`src/rtl/delay_line_pkg.sv`:
```
// Shared types and helpers for the programmable delay line: delay clamping,
// pointer sizing and the default-shape channel bus type.
package delay_line_pkg;

    localparam int unsigned DEF_DATA_WIDTH = 32'd8;
    localparam int unsigned DEF_NUM_CH     = 32'd1;

    typedef logic [DEF_NUM_CH-1:0][DEF_DATA_WIDTH-1:0] ch_bus_t;

    function automatic int unsigned ptr_width(input int unsigned max_dly);
        return (max_dly <= 32'd1) ? 32'd1 : $clog2(max_dly);
    endfunction

    function automatic int unsigned clamp_dly(input int unsigned req, input int unsigned max_dly);
        if (req == 32'd0) begin
            return 32'd1;
        end else if (req > max_dly) begin
            return max_dly;
        end else begin
            return req;
        end
    endfunction

endpackage

```
`src/rtl/delay_line_ptr.sv`:
```
// Modulo-MAX_VAL wrapping pointer with beat enable and synchronous clear.
module delay_line_ptr
#(
    parameter int unsigned MAX_VAL = 16,
    parameter int unsigned PTR_W   = 4
)(
    input  logic             clk_i,
    input  logic             rst_n_i,
    input  logic             en_i,
    input  logic             clr_i,
    output logic [PTR_W-1:0] ptr_o
);

    logic [PTR_W-1:0] ptr_q;
    logic [PTR_W-1:0] ptr_d;

    // Next pointer: clear wins, otherwise advance and wrap at MAX_VAL-1.
    always_comb begin
        ptr_d = ptr_q;
        if (clr_i) begin
            ptr_d = '0;
        end else if (en_i) begin
            if (ptr_q == PTR_W'(MAX_VAL - 32'd1)) begin
                ptr_d = '0;
            end else begin
                ptr_d = ptr_q + PTR_W'(1);
            end
        end else begin
            ptr_d = ptr_q;
        end
    end

    // Pointer register.
    always_ff @(posedge clk_i or negedge rst_n_i) begin
        if (!rst_n_i) begin
            ptr_q <= '0;
        end else begin
            ptr_q <= ptr_d;
        end
    end

    assign ptr_o = ptr_q;

endmodule

```
`src/rtl/delay_line_prog.sv`:
```
// Runtime-programmable, stallable, valid-tagged circular-buffer delay line.
// Define DELAY_LINE_PROG_DATA_RESET_EN to reset the data path and zero data_o while invalid.
module delay_line_prog
    import delay_line_pkg::*;
#(
    parameter int unsigned DATA_WIDTH = 8,
    parameter int unsigned NUM_CH     = 1,
    parameter int unsigned MAX_DELAY  = 16,
    parameter int unsigned DLY_W      = $clog2(MAX_DELAY + 1)
)(
    input  logic                         clk_i,
    input  logic                         rst_n_i,
    input  logic                         en_i,
    input  logic                         flush_i,
    input  logic                         dly_we_i,
    input  logic [DLY_W-1:0]             dly_i,
    input  logic                         valid_i,
    input  logic [NUM_CH*DATA_WIDTH-1:0] data_i,
    output logic                         valid_o,
    output logic [NUM_CH*DATA_WIDTH-1:0] data_o,
    output logic                         primed_o,
    output logic [DLY_W-1:0]             dly_o
);

    localparam int unsigned PTR_W = ptr_width(MAX_DELAY);
    localparam int unsigned BUS_W = NUM_CH * DATA_WIDTH;
    localparam int unsigned SUM_W = DLY_W + 1;

    logic             clr_s;
    logic             beat_s;
    logic [PTR_W-1:0] wr_ptr_s;
    logic [PTR_W-1:0] rd_idx_s;
    logic [SUM_W-1:0] rd_sum_s;

    logic [DLY_W-1:0] dly_q, dly_d;
    logic [DLY_W-1:0] cnt_q, cnt_d;
    logic             primed_q, primed_d;
    logic             valid_q, valid_d;
    logic [BUS_W-1:0] data_q, data_d;

    logic [MAX_DELAY-1:0] vmem_q;
    logic [BUS_W-1:0]     dmem_q [MAX_DELAY];

    // Reload and flush both discard in-flight samples, even during a stall.
    assign clr_s  = flush_i | dly_we_i;
    assign beat_s = en_i & ~clr_s;

    delay_line_ptr #(
        .MAX_VAL (MAX_DELAY),
        .PTR_W   (PTR_W)
    ) u_wr_ptr (
        .clk_i   (clk_i),
        .rst_n_i (rst_n_i),
        .en_i    (beat_s),
        .clr_i   (clr_s),
        .ptr_o   (wr_ptr_s)
    );

    // Read index (wr - D) mod MAX_DELAY, biased by MAX_DELAY to stay non-negative.
    always_comb begin
        rd_sum_s = SUM_W'(wr_ptr_s) + SUM_W'(MAX_DELAY) - SUM_W'(dly_q);
        if (rd_sum_s >= SUM_W'(MAX_DELAY)) begin
            rd_idx_s = PTR_W'(rd_sum_s - SUM_W'(MAX_DELAY));
        end else begin
            rd_idx_s = PTR_W'(rd_sum_s);
        end
    end

    // Next-state for delay, primed counter and output stage.
    always_comb begin
        dly_d    = dly_q;
        cnt_d    = cnt_q;
        primed_d = primed_q;
        valid_d  = valid_q;
        data_d   = data_q;
        if (dly_we_i) begin
            dly_d = DLY_W'(clamp_dly(32'(dly_i), MAX_DELAY));
        end else begin
            dly_d = dly_q;
        end
        if (clr_s) begin
            cnt_d    = '0;
            primed_d = 1'b0;
            valid_d  = 1'b0;
`ifdef DELAY_LINE_PROG_DATA_RESET_EN
            data_d   = '0;
`endif
        end else if (en_i) begin
            primed_d = (cnt_q == dly_q);
            if (cnt_q == dly_q) begin
                cnt_d = cnt_q;
            end else begin
                cnt_d = cnt_q + DLY_W'(1);
            end
            valid_d = vmem_q[rd_idx_s];
`ifdef DELAY_LINE_PROG_DATA_RESET_EN
            if (vmem_q[rd_idx_s]) begin
                data_d = dmem_q[rd_idx_s];
            end else begin
                data_d = '0;
            end
`else
            data_d = dmem_q[rd_idx_s];
`endif
        end else begin
            cnt_d = cnt_q;
        end
    end

    // Control and output registers.
    always_ff @(posedge clk_i or negedge rst_n_i) begin
        if (!rst_n_i) begin
            dly_q    <= DLY_W'(MAX_DELAY);
            cnt_q    <= '0;
            primed_q <= 1'b0;
            valid_q  <= 1'b0;
        end else begin
            dly_q    <= dly_d;
            cnt_q    <= cnt_d;
            primed_q <= primed_d;
            valid_q  <= valid_d;
        end
    end

    // Per-slot valid tags; a clear invalidates every slot at once.
    always_ff @(posedge clk_i or negedge rst_n_i) begin
        if (!rst_n_i) begin
            vmem_q <= '0;
        end else if (clr_s) begin
            vmem_q <= '0;
        end else if (beat_s) begin
            vmem_q[wr_ptr_s] <= valid_i;
        end
    end

`ifdef DELAY_LINE_PROG_DATA_RESET_EN
    // Resettable data storage and output register.
    always_ff @(posedge clk_i or negedge rst_n_i) begin
        if (!rst_n_i) begin
            data_q <= '0;
            for (int unsigned i = 0; i < MAX_DELAY; i++) begin
                dmem_q[i] <= '0;
            end
        end else begin
            data_q <= data_d;
            if (beat_s) begin
                dmem_q[wr_ptr_s] <= data_i;
            end
        end
    end
`else
    // Reset-free data storage so it can map onto RAM.
    always_ff @(posedge clk_i) begin
        data_q <= data_d;
        if (beat_s) begin
            dmem_q[wr_ptr_s] <= data_i;
        end
    end
`endif

    assign valid_o  = valid_q;
    assign data_o   = data_q;
    assign primed_o = primed_q;
    assign dly_o    = dly_q;

endmodule
```
`config.mk`:
```
export PLATFORM = sky130hd
export DESIGN_NAME = delay_line_prog
export DESIGN_NICKNAME = d
export VERILOG_FILES = /design/src/rtl/delay_line_pkg.sv /design/src/rtl/delay_line_ptr.sv /design/src/rtl/delay_line_prog.sv
export SDC_FILE = /design/constraint.sdc
export NUM_CORES = 1
export LEC_CHECK = 0
export CORE_ASPECT_RATIO = 0.9
export CORE_UTILIZATION = 28
export CTS_CLUSTER_DIAMETER = 30
export DETAILED_ROUTE_END_ITERATION = 6
export GPL_ROUTABILITY_DRIVEN = 0
export SLEW_MARGIN = 15
export SYNTH_ARGS = -nofsm -noshare
export SYNTH_HDL_FRONTEND = slang
export SYNTH_SLANG_ARGS = --single-unit
```
`constraint.sdc`:
```
create_clock -name clk_i -period 3.83 [get_ports clk_i]
set_clock_uncertainty 0.15 [all_clocks]
set_input_delay 0.766 -clock clk_i [delete_from_list [all_inputs] [get_ports clk_i]]
set_output_delay 0.766 -clock clk_i [all_outputs]
set_load 0.05 [all_outputs]
```
==> impl_metrics.py, run 1 <==
metrics = {
    "timing": {
        "totalNegativeSetupSlack_ns": 0,
        "report.final.slew_viol_count": 0,
        "max_freq_ghz": 0.312,
        "min_clock_period_post_route_ns": 3.21,
        "whs_ns": 0.345,
        "rsz0062_at_grt": "no",
        "worst_slew_pin_slew_ns": 1.20,
        "timing.final.hold_violations": 0,
        "min_period_over_period_pct": 83.8,
        "timing.max_slew.rel_slack_pct": 19.9,
        "setup_viol_count_final": 0,
    },
    "logic_synthesis": {
        "synth_async_sr_flop_share_pct": 19.0,
        "synthesized_instance_count": 416,
        "syn-mean-instance-area_sq_um": 17.0,
        "postSynthNetCount": 444,
        "netlist.top_cell.by_area": "edfxtp_1",
        "sequential_share_of_the_synthesized_area_pct": 69.0,
        "synth_largest_type_area_fraction_pct": 57.7,
        "yosysMostFrequentCell": "edfxtp_1",
        "synth_top_cells_by_count": "edfxtp_1 (136), nor2_1 (35), dfrtp_1 (31)",
        "synthDistinctLibCells": 40,
        "synth.ff_latch_count": 168,
        "synth.area.top_cells": "edfxtp_1 (58%), dfrtp_1 (11%), mux4_2 (9.2%)",
        "ys_dominant_reg_cell": "edfxtp_1",
        "synthesis.area_sq_um": 7080,
        "yosys_warnings": 0,
        "synth-edff-count": 136,
    },
    "die": {
        "dieArea_sq_um": 25900,
        "dieWidth_um": 170,
        "rows": 54,
        "core_area_sq_um": 24500,
        "floorplan.initialDensity_pct": 28.9,
        "die_height_um": 153,
        "num_io_pins": 34,
    },
    "clock_tree": {
        "cts_buffer_depth": 2,
        "worstSkewPairLatency_ns": 0.42,
        "cts_setup_buffers": 0,
        "cts_repair_resize_count": 0,
        "clockRootBuffer": "clkbuf_16",
        "ctsHtreeMaxLevel": 4,
        "clock_tree_from_tritoncts": "yes",
        "clkTransAtPathRegs_ns": 0.06,
        "cts-buffers-inserted": 17,
        "post_cts_hold_buffer_count": 0,
        "clkSinkCount": 168,
    },
    "power": {
        "leakage_component_of_the_power_nw": 2.92,
        "ir_drop_mv": 0.252,
        "power_density_over_cell_area_nw_per_um2": 490,
    },
    "place": {
        "placement.io_buffers": 33,
        "place.detailed.hpwl_um": 9160,
    },
    "worst_hold_path": {
        "holdCritPathClass": "flop to flop",
    },
    "drt": {
        "firstDrtPassIters": 4,
        "drt_iter0_drc": 408,
        "drt.antenna.violating_nets": 0,
        "vias_per_cell": 4.59,
        "detail_route.drc_violations": 0,
        "total_wire_length_after_detailed_routing_um": 14400,
        "num_vias": 3753,
        "wl_per_cell_um": 17.6,
    },
    "final_layout": {
        "drive_above_1_share_pct": 19.3,
        "post-route-util_pct": 34.4,
        "regArea_sq_um": 4890,
        "n_antenna_cell": 0,
        "multi_input_area_sq_um": 2030,
        "finalNetCount": 497,
        "fillerInstances": 2312,
        "layout-area-overhead-vs-synth_pct": 19.1,
    },
    "critical_path": {
        "worstPathCellList": "inv_1 > ha_2 > inv_1 > fa_1 > buf_4 > mux4_1 > nor2b_1 > a211oi_1 > a21oi_1",
        "path_common_cell": "inv_1",
        "required_ns": 3.79,
        "setup.worst_path.class": "flop to flop",
        "critPathCaptureType": "flop",
        "critPathMaxFanout": 36,
        "slowest_library_cell_on_the_worst_path": "fa_1",
        "crit_path_max_incr_delay_ns": 0.48,
        "worst_ep_arrival_time_ns": 3.17,
        "crit_path_start_kind": "flop",
    },
    "job": {
        "cap_violations": 0,
    },
    "global_routing": {
        "grt_pass1_vias": 3917,
        "overflow": 0,
        "globalRouteTotalUtil_pct": 11.9,
        "wire_length_of_the_first_global_routing_pass_um": 22700,
        "initial_antenna_violation_count": 0,
        "grt_max_degree": 37,
    },
    "outcome": {
        "status": "completed",
    },
}
[per-layer routing]
layer / wire [um] / up-vias / global-route usage (%)
met1: 6520 / 1923 / 16.0
met4: 182 / 0 / 4.38
met3: 719 / 17 / 3.13
met5: 0 / - / 0
li1: - / 1717 / -
met2: 6970 / 96 / 18.4
[layout make-up]
| cell class | instances | area share [%] |
|---|---|---|
| Tap cell | 336 | 4.99 |
| Clock buffer | 19 | 5.13 |
| Multi-Input combinational cell | 219 | 24.1 |
| Timing Repair Buffer | 56 | 5.97 |
| Clock inverter | 13 | 1.59 |
| Sequential cell | 168 | 57.9 |
| Inverter | 7 | 0.312 |
[logic make-up (layout without fill, tap and decap cells)]
| family | count (synthesis) | in the layout | synth area share (%) |
|---|---|---|---|
| buffers and inverters | 29 | 95 | 2.38 |
| xor gates and xnor gates | 12 | 12 | 1.70 |
| DFF | 168 | 168 | 69.0 |
| muxes | 61 | 61 | 15.4 |
| AOI/OAI and AO/OA | 41 | 41 | 3.30 |
| adders and majority gates | 9 | 9 | 1.70 |
| and+or+nand+nor | 96 | 96 | 6.50 |
[flip-flops by register name, summed over array words and instances (netlist names)]
signal          cells
cnt_q               5
data_o              8
dly_o               5
dmem_q            128
primed_o            1
u_wr_ptr.ptr_o      4
valid_o             1
vmem_q             16
[path summary, 6_finish.rpt]
| kind | from | endpoint | slack [ns] | depth (start not counted) |
|---|---|---|---|---|
| max reg2reg | u_wr_ptr.ptr_o[0]$_DFFE_PN0P_ | data_o[2]$_DFFE_PP_ | 0.62 | 9 |
| max | u_wr_ptr.ptr_o[0]$_DFFE_PN0P_ | data_o[2]$_DFFE_PP_ | 0.62 | 9 |
| min | primed_o$_DFFE_PN0P_ | primed_o$_DFFE_PN0P_ | 0.35 | 2 |
| min in group asynchronous | rst_n_i | vmem_q[12]$_DFFE_PN0P_ | 0.60 | 2 |
| max in group asynchronous | rst_n_i | dly_o[4]$_DFFE_PN1P_ | 2.60 | 2 |
| min reg2reg | primed_o$_DFFE_PN0P_ | primed_o$_DFFE_PN0P_ | 0.35 | 2 |
[cells in the final DEF (no fill, tap or decap), types with 12 or more instances in the layout]
master,count
edfxtp_1,136
nor2_1,35
clkdlybuf4s50_1,33
dfrtp_1,31
mux4_2,29
buf_4,23
mux2i_1,21
a21oi_1,19
nand2_1,17
clkbuf_16,17
o21ai_0,12
[worst max-delay path, delay by kind of cell, from the launching register on]
| kind | cells | cell delay (ns) |
|---|---|---|
| AND/OR/NAND/NOR | 1 | 0.14 |
| buffers and inverters | 3 | 0.67 |
| multiplexers | 1 | 0.36 |
| flip-flops | 1 | 0.43 |
| AO/OA/AOI/OAI | 2 | 0.46 |
| adder cells (fa/ha/maj) | 2 | 0.68 |
[through the flow]
stage | power (mW) | cells | worst slack, ns | instance area (sq um)
2_1_floorplan | 2.40 | 416 | 0.880 | 7080
3_3_place_gp | 2.53 | 786 | 0.666 | 7870
3_5_place_dp | 2.53 | 786 | 0.636 | 7870
4_1_cts | 4.18 | 818 | 0.614 | 8430
5_1_grt | 4.28 | 818 | 0.474 | 8430
6_report | 4.14 | 818 | 0.620 | 8430
[where the power goes]
group          internal [mW]  switching [mW]  leakage [nW]  total, mW
clock network          0.917           0.730         0.279       1.65
logic                  0.200           0.275         0.982      0.475
registers               2.00          0.0114          1.66       2.01
total                   3.12            1.02          2.92       4.14
(Power assumes the default switching activity.)
==> run 2, diff against run 1 <==
==> constraint.sdc (replaced) <==
create_clock -name clk_i -period 2.6 [get_ports clk_i]
set_clock_uncertainty 0.15 [all_clocks]
set_input_delay 0.52 -clock clk_i [delete_from_list [all_inputs] [get_ports clk_i]]
set_output_delay 0.52 -clock clk_i [all_outputs]
set_load 0.05 [all_outputs]
==> run 2 against run 1 <==
  * The flow now finishes with violations (setup timing)
  * Utilization up 1.6 points
  * Register-to-register slack worse by 0.75 ns
  * Sequential cell count unchanged
  * Global-route usage up 0.56 points
  * Wire length up 5.2%
  * Via count up 2.3%
  * Non-clock buffer count up 22
  * Critical endpoint is now valid_o$_DFFE_PN0P_
  * Largest cell class unchanged
  * Largest power group unchanged
==> impl_metrics.py, run 2 (synthesized netlist as in run 1, its figures left out) <==
metrics = {
    "clock_tree": {
        "cts-buffers-inserted": 17,
        "clock_tree_from_tritoncts": "yes",
        "clkTransAtPathRegs_ns": 0.07,
        "cts_buffer_depth": 2,
        "ctsHtreeMaxLevel": 4,
        "clkSinkCount": 168,
        "clockRootBuffer": "clkbuf_16",
        "worstSkewPairLatency_ns": 0.43,
        "post_cts_hold_buffer_count": 0,
    },
    "critical_path": {
        "setup.worst_path.class": "flop to flop",
        "critPathCaptureType": "flop",
        "critPathMaxFanout": 5,
        "crit_path_start_kind": "flop",
        "crit_path_end": "valid_o$_DFFE_PN0P_",
        "reg2reg_from": "u_wr_ptr.ptr_o[0]$_DFFE_PN0P_",
        "cp-startpoint": "u_wr_ptr.ptr_o[0]$_DFFE_PN0P_",
        "rr_endpoint": "valid_o$_DFFE_PN0P_",
        "crit_path_max_incr_delay_ns": 0.66,
        "register_to_register_path_setup_slack_ns": -0.13,
        "r2r.worst_path.cells": 10,
        "required_ns": 2.77,
        "worstPathCellList": "inv_2 > ha_4 > inv_2 > fa_2 > buf_12 > buf_6 > mux4_2 > mux2_4 > nand3_2 > nand3_2",
        "slowest_library_cell_on_the_worst_path": "fa_2",
        "worst_ep_arrival_time_ns": 2.89,
    },
    "drt": {
        "drt.antenna.violating_nets": 0,
        "detail_route.drc_violations": 0,
        "num_vias": 3840,
        "wl_per_cell_um": 18.0,
        "drt_iter0_drc": 423,
        "firstDrtPassIters": 7,
        "vias_per_cell": 4.58,
        "total_wire_length_after_detailed_routing_um": 15100,
    },
    "place": {
        "dp_cells": 807,
        "place.detailed.hpwl_um": 9660,
        "pre_cts_slack_ns": -0.255,
        "placement.io_buffers": 33,
    },
    "die": {
        "core_area_sq_um": 24500,
        "die_height_um": 153,
        "floorplan.initialDensity_pct": 28.9,
        "dieWidth_um": 170,
        "num_io_pins": 34,
        "dieArea_sq_um": 25900,
        "rows": 54,
    },
    "timing": {
        "rsz0062_at_grt": "yes",
        "report.final.slew_viol_count": 0,
        "setup_viol_count_final": 9,
        "max_freq_ghz": 0.367,
        "min_period_over_period_pct": 105,
        "worst_slew_pin_slew_ns": 0.633,
        "timing.final.ws_setup_ns": -0.128,
        "min_clock_period_post_route_ns": 2.73,
        "timing.final.hold_violations": 0,
        "timing.max_slew.rel_slack_pct": 57.7,
        "totalNegativeSetupSlack_ns": -0.631,
    },
    "power": {
        "p_total_mw": 6.35,
        "leakage_component_of_the_power_nw": 3.09,
        "power_density_over_cell_area_nw_per_um2": 720,
        "ir_drop_mv": 0.463,
    },
    "global_routing": {
        "overflow": 0,
        "grt.busiest_layer": "met2",
        "global_route.usage.met3_pct": 3.08,
        "globalRouteMet2Util_pct": 19.6,
        "wire_length_of_the_first_global_routing_pass_um": 23600,
        "grt_pass1_vias": 3979,
        "initial_antenna_violation_count": 0,
        "grtUsageMet1_pct": 16.4,
        "grt_max_degree": 33,
        "globalRouteTotalUtil_pct": 12.5,
    },
    "final_layout": {
        "finalNetCount": 519,
        "largest_register_ffs": 128,
        "drive_above_1_share_pct": 26.4,
        "most_frequent_cells_in_the_layout": "edfxtp_1 (136), buf_4 (36), nor2_1 (35)",
        "n_antenna_cell": 0,
        "final-instance-count-excl-fill": 839,
        "layout-area-overhead-vs-synth_pct": 24.5,
        "mostFrequentLayoutCell": "edfxtp_1",
        "max_flop_register": "dmem_q",
    },
    "outcome": {
        "status": "finished, violations left",
        "violations_in_the_final_reports": "setup timing",
    },
    "job": {
        "cap_violations": 0,
    },
    "worst_hold_path": {
        "hold_path.startpoint": "primed_o$_DFFE_PN0P_",
        "holdCritPathClass": "flop to flop",
    },
}
[run 2: where the power goes]
part / switching [mW] / leakage (nW) / internal (mW) / total, mW
Sequential: 0.0146 / 1.66 / 2.95 / 2.97
Clock: 1.04 / 0.287 / 1.43 / 2.47
Combinational: 0.477 / 1.15 / 0.439 / 0.917
[run 2: critical path: cells and delay by family (launching register included)]
family	cells	cell delay, ns
buffers and inverters	4	0.39
and+or+nand+nor	2	0.14
muxes	2	0.76
DFF	1	0.39
adders and majority gates	2	0.79
[run 2: layout make-up]
type / count / area (sq um)
flip-flops and latches: 168 / 4890
clock buffers: 18 / 429
multi-input cells: 219 / 2130
repair buffers: 78 / 772
clock inverters: 13 / 145
inverters: 7 / 26.3
well taps: 336 / 420
fillers: 2275 / 15700
[run 2: worst min-delay path by stage]
stage                                 end  slack (ns)  depth (start not counted)
global route          valid_o$_DFFE_PN0P_        0.39                          2
detailed placement   primed_o$_DFFE_PN0P_        0.34                          2
CTS                 vmem_q[0]$_DFFE_PN0P_        0.35                          2
finish               primed_o$_DFFE_PN0P_        0.34                          2
floorplan            cnt_q[0]$_DFFE_PN0P_        0.07                          0
global placement     primed_o$_DFFE_PN0P_        0.35                          2
[run 2: timing repair]
action,in CTS,in global routing
endpoints found under the setup margin,9,9
pin swaps,3,6
setup buffers,1,2
resized for setup,13,14
cloned,1,1
[run 2: per-layer routing]
layer / part of all wire [%] / wire, um / up-vias
met5: 0 / 0 / -
met1: 43 / 6480 / 1957
met2: 49 / 7430 / 110
li1: - / - / 1758
met3: 6.8 / 1030 / 15
met4: 1.4 / 207 / 0
[run 2: metrics by stage]
| step | hold WS (ns) | util (%) | cell area [sq um] |
|---|---|---|---|
| 4_1_cts | 0.354 | 35.7 | 8760 |
| 3_5_place_dp | 0.339 | 33.0 | 8100 |
| 6_report | 0.342 | 35.9 | 8810 |
| 3_3_place_gp | 0.346 | 33.0 | 8100 |
| 5_1_grt | 0.389 | 35.9 | 8810 |
| 2_1_floorplan | 0.0744 | - | 7110 |
==> run 3, diff against run 2 <==
--- a/config.mk
+++ b/config.mk
@@ -8,6 +8,7 @@
 export CORE_ASPECT_RATIO = 0.9
 export CORE_UTILIZATION = 28
 export CTS_CLUSTER_DIAMETER = 30
+export CTS_CLUSTER_SIZE = 25
 export DETAILED_ROUTE_END_ITERATION = 6
 export GPL_ROUTABILITY_DRIVEN = 0
 export SLEW_MARGIN = 15
==> results of run 3 <==
Final layout, timing and power as in run 2 (identical DEF).
